File: src/rtl/evm_str_pkg.sv
// rtl/evm_str_pkg.sv - states, character constants and predictor limits for str_gen
package evm_str_pkg;

    typedef enum logic [2:0] {
        S_IDLE,
        S_SOF,
        S_DIG,
        S_OP,
        S_CAP,
        S_EOF
    } state_t;

    localparam logic [7:0] NUL        = 8'h00;
    localparam logic [7:0] ERR_CHAR   = 8'h23;
    localparam logic [7:0] DIGIT_BASE = 8'h30;
    localparam logic [7:0] CAP_BASE   = 8'h41;

    // Element 0 is the rightmost: + - * / \ = < >
    localparam logic [7:0][7:0] MATH_TAB = {8'h3E, 8'h3C, 8'h3D, 8'h5C,
                                            8'h2F, 8'h2A, 8'h2D, 8'h2B};

    localparam logic [2:0] NUM_MIN = 3'd3;
    localparam logic [2:0] NUM_MAX = 3'd5;
    localparam logic [2:0] CAP_MIN = 3'd1;
    localparam logic [2:0] CAP_MAX = 3'd4;

    function automatic logic [7:0] digit_char(input logic [15:0] r);
        return DIGIT_BASE + {5'd0, r[2:0]};
    endfunction

    function automatic logic [7:0] cap_char(input logic [15:0] r);
        logic [4:0] v;
        v = (r[4:0] >= 5'd26) ? r[4:0] - 5'd26 : r[4:0];
        return CAP_BASE + {3'd0, v};
    endfunction

    function automatic logic [7:0] math_char(input logic [15:0] r);
        return MATH_TAB[r[2:0]];
    endfunction

endpackage

File: src/rtl/lfsr16.sv
// rtl/lfsr16.sv - 16-bit Fibonacci LFSR, taps 16,14,13,11, loads seed on reset
module lfsr16 (
    input  logic        clk,
    input  logic        rst,
    input  logic        en,
    input  logic [15:0] seed,
    output logic [15:0] q
);

    always_ff @(posedge clk) begin
        if (rst) begin
            q <= seed;
        end else if (en) begin
            q <= {q[14:0], q[15] ^ q[13] ^ q[12] ^ q[10]};
        end
    end

endmodule

File: src/rtl/str_gen.sv
// rtl/str_gen.sv - framed digit/symbol/capital string generator with golden verdict
module str_gen
    import evm_str_pkg::*;
#(
    parameter logic [15:0] SEED = 16'hACE1
) (
    input  logic       clk,
    input  logic       rst,
    input  logic       cfg_start,
    input  logic [2:0] cfg_num_len,
    input  logic [2:0] cfg_cap_len,
    input  logic       cfg_err_en,
    input  logic [3:0] cfg_err_pos,
    output logic [7:0] tx_data,
    output logic       tx_valid,
    input  logic       tx_ready,
    output logic       busy,
    output logic       done,
    output logic       expect_ok
);

    state_t      state, state_next;
    logic [2:0]  num_len, cap_len;
    logic        err_en;
    logic [3:0]  err_pos;
    logic [3:0]  idx;
    logic [15:0] r;
    logic        xfer, payload, start_acc, inject_pred, ok_pred;
    logic [7:0]  raw_char;

    assign tx_valid  = (state != S_IDLE);
    assign busy      = tx_valid;
    assign xfer      = tx_valid && tx_ready;
    assign payload   = (state == S_DIG) || (state == S_OP) || (state == S_CAP);
    assign start_acc = (state == S_IDLE) && cfg_start;

    lfsr16 u_lfsr (
        .clk  (clk),
        .rst  (rst),
        .en   (xfer && payload),
        .seed (SEED),
        .q    (r)
    );

    // Injection happens only if the error index falls inside the payload
    assign inject_pred = cfg_err_en &&
        ({1'b0, cfg_err_pos} < ({2'b0, cfg_num_len} + {2'b0, cfg_cap_len} + 5'd1));
    assign ok_pred = (cfg_num_len >= NUM_MIN) && (cfg_num_len <= NUM_MAX) &&
                     (cfg_cap_len >= CAP_MIN) && (cfg_cap_len <= CAP_MAX) &&
                     !inject_pred;

    always_comb begin
        raw_char   = NUL;
        state_next = state;
        case (state)
            S_IDLE: if (cfg_start) state_next = S_SOF;
            S_SOF:  if (xfer) state_next = (num_len != 3'd0) ? S_DIG : S_OP;
            S_DIG: begin
                raw_char = digit_char(r);
                if (xfer && (idx == {1'b0, num_len} - 4'd1)) state_next = S_OP;
            end
            S_OP: begin
                raw_char = math_char(r);
                if (xfer) state_next = (cap_len != 3'd0) ? S_CAP : S_EOF;
            end
            S_CAP: begin
                raw_char = cap_char(r);
                if (xfer && (idx == {1'b0, num_len} + {1'b0, cap_len})) state_next = S_EOF;
            end
            S_EOF:  if (xfer) state_next = S_IDLE;
            default: state_next = S_IDLE;
        endcase
        tx_data = (payload && err_en && (idx == err_pos)) ? ERR_CHAR : raw_char;
    end

    always_ff @(posedge clk) begin
        if (rst) begin
            state     <= S_IDLE;
            num_len   <= 3'd0;
            cap_len   <= 3'd0;
            err_en    <= 1'b0;
            err_pos   <= 4'd0;
            idx       <= 4'd0;
            done      <= 1'b0;
            expect_ok <= 1'b0;
        end else begin
            state <= state_next;
            done  <= (state == S_EOF) && xfer;
            if (start_acc) begin
                num_len   <= cfg_num_len;
                cap_len   <= cfg_cap_len;
                err_en    <= cfg_err_en;
                err_pos   <= cfg_err_pos;
                idx       <= 4'd0;
                expect_ok <= ok_pred;
            end else if (xfer && payload) begin
                idx <= idx + 4'd1;
            end
        end
    end

endmodule

File: config.mk
export PLATFORM = sky130hd
export DESIGN_NAME = str_gen
export DESIGN_NICKNAME = d
export VERILOG_FILES = /design/src/rtl/evm_str_pkg.sv /design/src/rtl/lfsr16.sv /design/src/rtl/str_gen.sv
export SDC_FILE = /design/constraint.sdc
export NUM_CORES = 1
export LEC_CHECK = 0
export CAP_MARGIN = 0
export CORE_MARGIN = 1
export CORE_UTILIZATION = 35
export DETAILED_ROUTE_END_ITERATION = 7
export SETUP_SLACK_MARGIN = 0.5
export SYNTH_ARGS = -nofsm -noshare
export SYNTH_HDL_FRONTEND = slang
export SYNTH_HIERARCHICAL = 1
export SYNTH_SLANG_ARGS = --single-unit
File: constraint.sdc
create_clock -name clk -period 2.3 [get_ports clk]
set_input_delay 0.23 -clock clk [delete_from_list [all_inputs] [get_ports clk]]
set_output_delay 0.23 -clock clk [all_outputs]
set_load 0.1 [all_outputs]
==> impl_metrics.ini <==
[global_route]
grt_pass1_wl_mm = 8.811
grtUsageTotal = 0.1483
top_usage_layer = met2
grt_max_degree = 18
antenna_found_initial = 0
met3_usage = 0.02545
grt-ovfl-total = 0
grt_pass1_vias = 1821
met1_usage = 0.2096
grt_use_met2 = 0.2259

[setup_path]
max_stage_delay_ps = 440
critPathBufInv = 3
path_class = reg2out
endpoint_kind = output pin
worst_setup_path_start_kind = flop
rr_worst_depth = 6
r2r_slack_ps = 520
slowest_stage = edfxtp_1
cpMostUsedCell = ha_4
critPathTopFamily = compound AO/OA/AOI/OAI gates
crit_chain = clkinv_4, ha_4, nand2b_4, a21o_4, xnor2_4, ha_4, buf_4, nand4_1, o211ai_1, a311oi_4, buf_12
r2r_end = state[0]
crit_fanout = 3
critPathArrivalTime_ps = 2390
worstPathRequired_ps = 2070
r2r-start = num_len[0]

[sta]
slew_violations = 0
holdWs_ps = 290.8
tightest_slew_ps = 731.8
skew_ps = 7.127
timing.slew.headroom = 0.5121
fin_crit_sh = 1.139
rsz0062_at_grt = yes
setup_slack_ps = -319.8
finalSetupViolCount = 5
hold_viol_final = 0
min_period_ps = 2620
fmax_mhz = 381.7

[clocking]
clock_sinks = 36
cts_buffers = 5
cts.clk_slew.worst_paths_ps = 70
clk_latency_ps = 280
cts_hold_buf = 0
cts_max_level = 2
cts_root_buf = clkbuf_8
ctsLongestPathBuffers = 2
cts_tree = done

[layout]
num_antenna_cells = 0
fin_area_mm2 = 0.003571
drive_gt1_frac = 0.3930
layout.nets = 344
area_growth_pct = 39.02
nFillCells = 639
seq_area_um2 = 893.4
multi_input_area_mm2 = 0.001818
final_core_util = 0.5142
stdcell_count = 409

[power]
peakVddDrop_mv = 0.2929
power_density_mw_per_mm2 = 594.4
cellLeakagePower_nw = 1.436

[min_path]
hold_end = num_len[2]
whs_path_depth = 3
worstHoldPathType = in2reg
min_from = cfg_num_len[2]

[die]
die_y_um = 87.67
io_pins = 27
initial_core_util = 0.3699
die-area_mm2 = 0.007686
die_width_um = 87.67
placementRows = 30
core-area_mm2 = 0.006944

[detailed_routing]
wl_per_cell_um = 13.77
antenna_left = 0
drcViolationCount = 0
firstDrtPassIters = 4
viasPerCell = 4.863
vias = 1989
drtIter0Drc = 60
routed_wl_mm = 5.630

[synth]
synth_edf_count = 16
ys_seq_area_frac = 0.3429
ys_dominant_reg_cell = dfxtp_1
syn-instance-count = 248
synth-async-reset-ratio = 0
netlist_area_mm2 = 0.002569
synth-seq-cells = 36
synth_cell_types = 58
yosysWarnings = 6
syn_area_per_cell_um2 = 10.36

[flow_run]
drv_cap = 0

[placed_design]
placed_area_mm2 = 0.003192
dp_cells = 390
dp_hpwl_mm = 3.865
place_congestion = 0.8076
port_buffers = 25

[run_status]
status = finished, violations left
failed_checks = setup timing
## power breakdown
group	internal [mW]	leakage, nW	switching (mW)
sequential	0.733	0.324	0.0510
combinational	0.397	1.06	0.503
clock	0.211	0.0479	0.228
## metal layers
layer	wire, µm	vias up
met5	0	-
met4	114	0
met3	159	12
met2	2572	39
met1	2784	930
li1	-	1008
## sequential cells by signal, summed over array words and instances, names as in the netlist
| register | flops |
|---|---|
| cap_len | 3 |
| done | 1 |
| err_en | 1 |
| err_pos | 4 |
| expect_ok | 1 |
| idx | 4 |
| num_len | 3 |
| state | 3 |
| u_lfsr/q | 16 |
## cell type report
| class | instances | area share |
|---|---|---|
| clock inverter | 3 | 0.005256 |
| tap | 96 | 0.03364 |
| multi-input combinational | 196 | 0.5091 |
| clock buffer | 5 | 0.01927 |
| timing repair buffer | 57 | 0.1636 |
| inverter | 16 | 0.01892 |
| sequential | 36 | 0.2502 |
## cell families after synthesis
| logic type | count (synthesis) | share of synthesized area |
|---|---|---|
| DFF | 36 | 0.3429 |
| xor gates and xnor gates | 22 | 0.07501 |
| buffers and inverters | 31 | 0.08767 |
| other | 2 | 0.002924 |
| adders and majority gates | 17 | 0.08865 |
| muxes | 19 | 0.09206 |
| AOI/OAI and AO/OA | 59 | 0.1676 |
| and+or+nand+nor | 62 | 0.1432 |
## worst max-delay path by stage
stage / from / depth (start not counted) / to / slack, ps
detailed placement: u_lfsr/q[2] / 11 / tx_data[4] / -130
CTS: u_lfsr/q[2] / 11 / tx_data[4] / -410
floorplan: u_lfsr/q[1] / 9 / tx_data[4] / -670
finish: u_lfsr/q[2] / 11 / tx_data[4] / -320
global placement: u_lfsr/q[2] / 11 / tx_data[4] / -100
global route: u_lfsr/q[2] / 11 / tx_data[4] / -430
## per-stage QoR
step | setup TNS [ps] | total power, mW | setup slack [ps]
2_1_floorplan | -1430 | 1.387 | -667.9
3_3_place_gp | -145.2 | 1.564 | -95.69
6_report | -1040 | 2.122 | -319.8
4_1_cts | -1083 | 2.035 | -409.9
5_1_grt | -1585 | 2.241 | -434.9
3_5_place_dp | -224.6 | 1.567 | -129.9
## worst register-to-register path, cell delays in order (launching register included)
cell       delay (ps)
dfxtp_4           370
ha_4              160
fa_2              530
xor2_1             80
nor3_2            130
o2111ai_2         130
a2111oi_2         290
## placed cells by master (no fill, tap or decap), drive strengths merged, types with 4 or more instances in the layout
cell type	count
dfxtp	20
buf	43
nand2	11
a21oi	13
nand3	4
clkdlybuf4s50	8
mux2	16
o21ai	11
a22o	9
a211oi	5
xor2	11
ha	15
xnor2	11
clkinv	4
nor3	9
inv	15
nor2	15
conb	17
edfxtp	16
clkbuf	5
## synth_stat cells (9+ instances only)
master | number | area share
nor2_1 | 15 | 0.022
xor2_1 | 11 | 0.038
o21ai_0 | 9 | 0.018
buf_6 | 9 | 0.039
a22o_1 | 9 | 0.031
a21oi_1 | 13 | 0.025
dfxtp_1 | 20 | 0.16
ha_1 | 15 | 0.073
xnor2_1 | 11 | 0.038
edfxtp_1 | 16 | 0.19
inv_1 | 15 | 0.022
nand2_1 | 11 | 0.016
mux2_2 | 9 | 0.039
## timing repair
action / CTS / global route
hold endpoints to repair: 0 / 0
pin swaps: 19 / 17
resized for setup: 25 / 36
buffers inserted: 3 / 8
setup endpoints to repair: 25 / 25
Power figures use the tool's default switching activity.
